## src/rtl/pop_ctrl_pkg.sv

```systemverilog
// Shared definitions for the occupancy-counter reader controller.
package pop_ctrl_pkg;

    typedef enum logic [1:0] {
        S_IDLE   = 2'd0,
        S_POP    = 2'd1,
        S_SETTLE = 2'd2,
        S_GAP    = 2'd3
    } state_e;

    localparam int TOTAL_W = 8;

endpackage

```

## src/rtl/pop_ctrl.sv

```systemverilog
// Reader-side controller: issues single-cycle pops against the occupancy
// counter in bursts of up to BURST items separated by GAP idle cycles.
module pop_ctrl
    import pop_ctrl_pkg::*;
#(
    parameter int CNT_W = 2,
    parameter int BURST = 2,
    parameter int GAP   = 1
) (
    input  logic               clk,
    input  logic               rst,
    input  logic [CNT_W-1:0]   count,
    input  logic               out_ready,
    output logic               pop,
    output logic               out_valid,
    output logic               busy,
    output logic [TOTAL_W-1:0] pop_total
);

    localparam int BW = $clog2(BURST + 1);
    localparam logic [BW-1:0] BURST_L = BW'(BURST);
    localparam logic [3:0]    GAP_L   = 4'(GAP);

    state_e             state_q, state_d;
    logic [BW-1:0]      burst_q, burst_d;
    logic [3:0]         gap_q, gap_d;
    logic [TOTAL_W-1:0] total_q, total_d;

    always_ff @(posedge clk or negedge rst) begin
        if (!rst) begin
            state_q <= S_IDLE;
            burst_q <= '0;
            gap_q   <= '0;
            total_q <= '0;
        end else begin
            state_q <= state_d;
            burst_q <= burst_d;
            gap_q   <= gap_d;
            total_q <= total_d;
        end
    end

    always_comb begin
        state_d = state_q;
        burst_d = burst_q;
        gap_d   = gap_q;
        total_d = total_q;
        case (state_q)
            S_IDLE: begin
                if (count != '0 && out_ready)
                    state_d = S_POP;
            end
            S_POP: begin
                state_d = S_SETTLE;
                burst_d = burst_q + 1'b1;
                total_d = total_q + 1'b1;
            end
            S_SETTLE: begin
                // count here already reflects the pop, so this is the underflow guard
                if (burst_q == BURST_L || count == '0) begin
                    burst_d = '0;
                    if (GAP == 0) begin
                        state_d = S_IDLE;
                    end else begin
                        state_d = S_GAP;
                        gap_d   = GAP_L;
                    end
                end else if (out_ready) begin
                    state_d = S_POP;
                end else begin
                    // a stall keeps burst_cnt so the burst limit still applies
                    state_d = S_IDLE;
                end
            end
            S_GAP: begin
                if (gap_q <= 4'd1) begin
                    state_d = S_IDLE;
                    gap_d   = '0;
                end else begin
                    gap_d = gap_q - 4'd1;
                end
            end
            default: state_d = S_IDLE;
        endcase
    end

    assign pop       = (state_q == S_POP);
    assign out_valid = pop;
    assign busy      = (state_q != S_IDLE);
    assign pop_total = total_q;

endmodule

```

## config.mk

```make
export PLATFORM = sky130hd
export DESIGN_NAME = pop_ctrl
export DESIGN_NICKNAME = d
export VERILOG_FILES = /design/src/rtl/pop_ctrl_pkg.sv /design/src/rtl/pop_ctrl.sv
export SDC_FILE = /design/constraint.sdc
export NUM_CORES = 1
export LEC_CHECK = 0
export CAP_MARGIN = 20
export CELL_PAD_IN_SITES_DETAIL_PLACEMENT = 0
export CELL_PAD_IN_SITES_GLOBAL_PLACEMENT = 2
export CORE_MARGIN = 2
export CORE_UTILIZATION = 31
export DETAILED_ROUTE_END_ITERATION = 8
export PLACE_DENSITY = 0.75
export SLEW_MARGIN = 20
export SYNTH_ARGS = -nofsm -noshare
export SYNTH_HDL_FRONTEND = slang
export SYNTH_SLANG_ARGS = --single-unit
```

## constraint.sdc

```tcl
create_clock -name clk -period 1.8 [get_ports clk]
set_input_delay 0.27 -clock clk [delete_from_list [all_inputs] [get_ports clk]]
set_output_delay 0.27 -clock clk [all_outputs]
set_load 0.005 [all_outputs]
```

==> results.yml, run 1 <==
yosys:
  syn_area_um2: 813.3
  syn_avg_cell_area_um2: 10.99
  yosysSeqAreaShare_pct: 49.23
  syn_inst: 74
  synth-seq-cells: 16
  syn_nets: 83
  synth_cell_types: 31
  synth_warnings: 0
critical_path:
  crit_type: "flip-flop to output port"
  cp.arrival_ns: 1.46
  required_ns: 1.53
  cp_top_family: "buffers and inverters"
  start_kind: "flip-flop"
  cp_cell_sequence: "nor2b_4 -> clkdlybuf4s50_1"
  worst-path-buf-inv: 1
  worstSetupEndpointType: "output port"
  slowest_stage: "clkdlybuf4s50_1"
  path_max_fanout: 5
  max_stage_delay_ns: 0.52
grt:
  grt_usage_pct: 10.82
  met2_usage_pct: 18.54
  grt_max_degree: 17
  grt_antenna_before_repair: 0
  grt_overflow: 0
  grt_pass1_vias: 567
  grt_use_met3_pct: 3.044
  grt_pass1_wl_um: 2580
  met1_usage_pct: 12.72
  busiest_layer: "met2"
sta:
  fin_crit_sh_pct: 95.88
  rsz0062_at_grt: "false"
  skew_ns: 0.003891
  relSlewSlack_pct: 82.01
  fmax_mhz: 579.4
  fin_tns_setup_ns: 0
  report.final.slew_viol_count: 0
  finalSetupViolations: 0
  fin_crit_ns: 1.726
  hold_violations: 0
  setup_ws_ns: 0.07420
  worstMarginPinSlew_ns: 0.2675
power:
  powerDensity_nw_per_um2: 1607
  p_leak_nw: 0.4576
  peakVddDrop_mv: 0.7609
placed_design:
  io_buffers: 15
  dpl.hpwl_um: 1193
  place_congestion: 0.6573
  pre_cts_ws_ns: 0.2055
  place_inst: 121
floorplan:
  die-width_um: 55.22
  coreArea_um2: 2477
  start_util_pct: 32.83
  dieHeight_um: 55.22
  io_pins: 16
  num_rows: 18
  fp.dieArea_um2: 3049
routing:
  vias_per_cell: 5.032
  totalWireLength_um: 1631
  avgRoutedWirePerCell_um: 13.15
  drc_errors: 0
  via_count: 624
  ant_nets: 0
  firstDrtPassIters: 4
  drt-initial-drc-count: 7
layout:
  multi_input_area_um2: 384.1
  final_cell_mix: "dfrtp_1 (16), clkdlybuf4s50_1 (14), xnor2_1 (6), buf_4 (6)"
  antenna_cells: 0
  layout_commonest_cell: "dfrtp_1"
  drive_gt1_share_pct: 17.02
  final_cells: 124
  regArea_um2: 400.4
  final_nets: 105
  area_delta_synth_final_pct: 29.54
  fillCellCount: 255
job:
  max_cap_violations: 0
min_path:
  worstHoldPathType: "input port to asynchronous set/reset pin"
clock_tree:
  post-cts-setup-buffer-count: 0
  cts_tree: "built"
  cts-buffers-inserted: 3
  htree_num_levels: 1
  clockRootBuffer: "clkbuf_4"
  clockBufferDepth: 2
  cts_num_sinks: 16
  clk_pin_slew_worst_paths_ns: 0.09
  clk_latency_ns: 0.28
outcome:
  status: "complete, no violations"
[power by group]
part / internal (mW) / leakage (nW) / switching (mW) / total (mW)
Clock: 0.0775 / 0.0138 / 0.110 / 0.188
Combinational: 0.489 / 0.240 / 0.344 / 0.832
Sequential: 0.504 / 0.204 / 0.169 / 0.673
[cell type report]
type	instances	share of cell area (%)
multi-input cells	50	36.46
clock buffers	3	2.138
inverters	4	1.425
flip-flops and latches	16	38.00
repair buffers	21	18.41
well taps	30	3.563
[flip-flops by register name, indices dropped and copies added (netlist names)]
name	flops
burst_q	2
pop_total	8
state_q	2
gap_q	4
[repair_timing]
item,CTS,global route
setup endpoints to repair,3,0
hold buffers,0,0
resized for setup,3,0
[cell families (layout without fill, tap and decap cells)]
kind of cell,count (synthesis),in the layout,share of synthesized area (%)
flip-flops,16,16,49.23
XOR/XNOR,7,7,7.539
AND/OR/NAND/NOR,20,20,14.62
multiplexers,1,1,1.385
adder cells (fa/ha/maj),4,4,6.154
AO/OA/AOI/OAI,18,18,16.62
buffers and inverters,8,28,4.461
[worst paths after layout]
path / start / endpoint / slack (ns) / depth (start not counted)
min in group clk: pop_total[7] / pop_total[7] / 0.47 / 1
max in group asynchronous: rst / gap_q[3] / 1.30 / 2
setup / recovery: state_q[1] / out_valid / 0.07 / 2
hold / removal: rst / pop_total[2] / 0.31 / 2
hold reg to reg: pop_total[7] / pop_total[7] / 0.47 / 1
setup reg to reg: gap_q[0] / gap_q[0] / 0.29 / 5
[Yosys cell counts]
library cell	n	area [µm²]
dfrtp_1	16	400.4
xnor2_1	6	52.55
nand2_1	5	18.77
o21ai_0	5	25.02
ha_1	4	50.05
inv_1	4	15.01
nand4_1	3	18.77
nor2_1	3	11.26
a21o_1	2	15.01
a221oi_1	2	17.52
buf_2	2	10.01
nand3b_1	2	15.01
or2_2	2	12.51
a21oi_1	1	5.000
a221oi_2	1	15.01
a22o_1	1	8.760
and3_1	1	6.260
and4b_1	1	10.01
buf_4	1	7.510
clkbuf_1	1	3.750
mux2_2	1	11.26
nand4b_1	1	8.760
nor2b_1	1	6.260
o211ai_1	1	7.510
o21a_1	1	7.510
o21ba_2	1	10.01
o21bai_1	1	7.510
o2bb2ai_1	1	8.760
o31ai_1	1	7.510
or4_4	1	11.26
xor2_1	1	8.760
[stage by stage]
step | instance area, µm² | util (%) | total power [mW] | hold slack, ns
2_1_floorplan | 813.3 | - | 1.139 | -0.02559
3_3_place_gp | 1025 | 41.36 | 1.487 | 0.4618
3_5_place_dp | 1025 | 41.36 | 1.514 | 0.4668
4_1_cts | 1054 | 42.53 | 1.714 | 0.3097
5_1_grt | 1054 | 42.53 | 1.821 | 0.3406
6_report | 1054 | 42.53 | 1.693 | 0.3057
[routing by layer]
metal	up-vias	wire, µm
met5	-	0
met4	0	12
met3	2	75
met2	16	753
met1	297	790
li1	309	-
[worst reg2reg max path: cells and delay by family, from the launching register on]
family	cells	cell delay [ns]
flops	1	0.45
simple gates	1	0.30
fa+ha+maj	1	0.23
compound gates	2	0.38
buf+inv	1	0.07
Note: power is estimated with default switching activity, not from simulation.
==> run 2: changes to the inputs <==
--- a/config.mk
+++ b/config.mk
@@ -5,13 +5,14 @@
 export SDC_FILE = /design/constraint.sdc
 export NUM_CORES = 1
 export LEC_CHECK = 0
+export ABC_AREA = 1
 export CAP_MARGIN = 20
 export CELL_PAD_IN_SITES_DETAIL_PLACEMENT = 0
 export CELL_PAD_IN_SITES_GLOBAL_PLACEMENT = 2
 export CORE_MARGIN = 2
-export CORE_UTILIZATION = 31
+export CORE_UTILIZATION = 29
 export DETAILED_ROUTE_END_ITERATION = 8
-export PLACE_DENSITY = 0.75
+export PLACE_DENSITY = 0.76
 export SLEW_MARGIN = 20
 export SYNTH_ARGS = -nofsm -noshare
 export SYNTH_HDL_FRONTEND = slang
==> constraint.sdc (replaced) <==
create_clock -name clk -period 1.6 [get_ports clk]
set_input_delay 0.24 -clock clk [delete_from_list [all_inputs] [get_ports clk]]
set_output_delay 0.24 -clock clk [all_outputs]
set_load 0.005 [all_outputs]
==> results.yml, run 2 <==
critical_path:
  reg2reg_depth: 8
  start_kind: "flip-flop"
  slowest_stage: "clkdlybuf4s50_1"
  max_stage_delay_ns: 0.52
  cp_top_family: "buffers and inverters"
  timing.rr.end: "pop_total[5]"
  cp_cell_sequence: "clkdlybuf4s50_1"
  required_ns: 1.36
  worst-path-buf-inv: 1
  reg2reg_slack_ns: 0.30
  cp.arrival_ns: 1.24
  path_max_fanout: 6
  rr_startpoint: "state_q[1]"
  worstSetupEndpointType: "output port"
  crit_type: "flip-flop to output port"
job:
  max_cap_violations: 0
floorplan:
  coreArea_um2: 2710
  dieHeight_um: 57.00
  fp.dieArea_um2: 3248
  die-width_um: 57.00
  start_util_pct: 30.06
  num_rows: 19
  io_pins: 16
layout:
  drive_gt1_share_pct: 14.05
  regArea_um2: 400.4
  antenna_cells: 0
  final_nets: 131
  multi_input_area_um2: 354.1
  largest_register_ff_count: 8
  layout_commonest_cell: "nand2_1"
  area_delta_synth_final_pct: 33.18
  fillCellCount: 291
  final_cell_mix: "nand2_1 (23), dfrtp_1 (16), nand3_1 (14)"
sta:
  setup_ws_ns: 0.1154
  worstMarginPinSlew_ns: 0.3278
  hold_violations: 0
  fin_crit_ns: 1.485
  rsz0062_at_grt: "false"
  fin_crit_sh_pct: 92.79
  finalSetupViolations: 0
  relSlewSlack_pct: 78.15
  report.final.slew_viol_count: 0
  fin_tns_setup_ns: 0
  fmax_mhz: 673.6
  skew_ns: 0.004908
grt:
  grt_overflow: 0
  grt_pass1_vias: 721
  grt_max_degree: 17
  grt_antenna_before_repair: 0
  grt_usage_pct: 12.13
  grt_pass1_wl_um: 3036
yosys:
  yosysSeqAreaShare_pct: 49.16
  async_flop_share_pct: 100.0
  syn_nets: 105
  synth-simple-area-share_pct: 27.65
  syn_avg_cell_area_um2: 8.485
  synth_fa_ha_area_share_pct: 6.144
  synth_top_area_share_pct: 49.16
  muxShareOfSynthArea_pct: 0
  syn_area_um2: 814.5
  synth_top_family_by_area: "simple AND/OR/NAND/NOR gates"
  syn_inst: 96
  ys.flop_type: "dfrtp_1"
  synth-edff-count: 0
  synth_cell_types: 19
  synth.most_common_cell: "nand2_1"
  synth_top_area_cell: "dfrtp_1"
  synth_warnings: 0
  synth_area_leaders: "dfrtp_1 (49%), nand2_1 (11%), nand3_1 (8.6%), ha_1 (6.1%), inv_1 (5.5%)"
  yosys.area_share.xor_xnor_pct: 4.301
  synth_compound_area_share_pct: 5.376
  synth-seq-cells: 16
  ys_top_cells_by_count: "nand2_1 (23), dfrtp_1 (16), nand3_1 (14), inv_1 (12), nor2_1 (5)"
clock_tree:
  clk_pin_slew_worst_paths_ns: 0.10
  clockRootBuffer: "clkbuf_4"
  cts-buffers-inserted: 3
  clk_latency_ns: 0.29
  htree_num_levels: 1
  clockBufferDepth: 2
  cts_num_sinks: 16
  cts_tree: "built"
routing:
  totalWireLength_um: 1689
  drt-initial-drc-count: 18
  via_count: 687
  vias_per_cell: 4.520
  avgRoutedWirePerCell_um: 11.11
  firstDrtPassIters: 3
  ant_nets: 0
  drc_errors: 0
min_path:
  worstHoldPathType: "input port to asynchronous set/reset pin"
placed_design:
  io_buffers: 15
  place_congestion: 0.7463
  pre_cts_ws_ns: 0.1758
  dpl.hpwl_um: 1217
power:
  powerDensity_nw_per_um2: 1686
  power_mw: 1.829
  p_leak_nw: 0.5384
  peakVddDrop_mv: 0.8234
outcome:
  status: "complete, no violations"
run 2: layer usage:
metal	global-route usage (%)	up-vias	part of all wire [%]
li1	-	362	-
met1	15.37	312	49
met2	19.87	9	47
met3	2.268	4	2.6
met4	5.980	0	2.0
met5	0	-	0
run 2: final cells by class:
type	instances	area share, %
tap	31	3.576
inverter	13	4.498
clock buffer	4	3.345
timing repair buffer	23	19.03
multi-input combinational	65	32.64
sequential	16	36.91
run 2: repair_timing:
action | CTS | global route
resized for setup | 4 | 0
buffers inserted | 4 | 0
hold buffers | 0 | 0
setup endpoints to repair | 3 | 0
run 2: worst register-to-register path, cell delays in order, from the launching register on:
cell and delay [ns]:
dfrtp_1 0.41, inv_2 0.07, buf_4 0.11, buf_4 0.10
nand3_1 0.08, nor2_2 0.22, nand3_1 0.10, nand2_1 0.07
nand2_1 0.05
run 2: power by group:
| group | internal, mW | leakage, nW | switching (mW) |
|---|---|---|---|
| Combinational | 0.454 | 0.311 | 0.428 |
| Sequential | 0.552 | 0.207 | 0.121 |
| Clock | 0.139 | 0.0210 | 0.136 |
run 2: kinds of logic after synthesis:
kind of cell             after synthesis
flip-flops                            16
buffers and inverters                 15
adder cells (fa/ha/maj)                4
AO/OA/AOI/OAI                          7
XOR/XNOR                               4
AND/OR/NAND/NOR                       50
run 2: worst max-delay path by stage:
stage                             from            to  slack [ns]  cells after the start
after CTS                 pop_total[4]  pop_total[4]        0.09                      1
after global routing      pop_total[4]  pop_total[4]        0.04                      1
after detailed placement    state_q[1]     out_valid        0.18                      4
after global placement      state_q[1]           pop        0.20                      4
after floorplan               gap_q[0]      gap_q[1]        0.38                      5
final                     pop_total[4]  pop_total[4]        0.12                      1
run 2: stage by stage:
step / util, % / area (µm²) / cells / hold slack, ns
final: 40.03 / 1085 / 152 / 0.2648
after global routing: 40.03 / 1085 / 152 / 0.2791
after CTS: 40.03 / 1085 / 152 / 0.2615
after detailed placement: 37.72 / 1022 / 144 / 0.4887
after global placement: 37.72 / 1022 / 144 / 0.4763
after floorplan: - / 814.5 / 96 / -0.05559
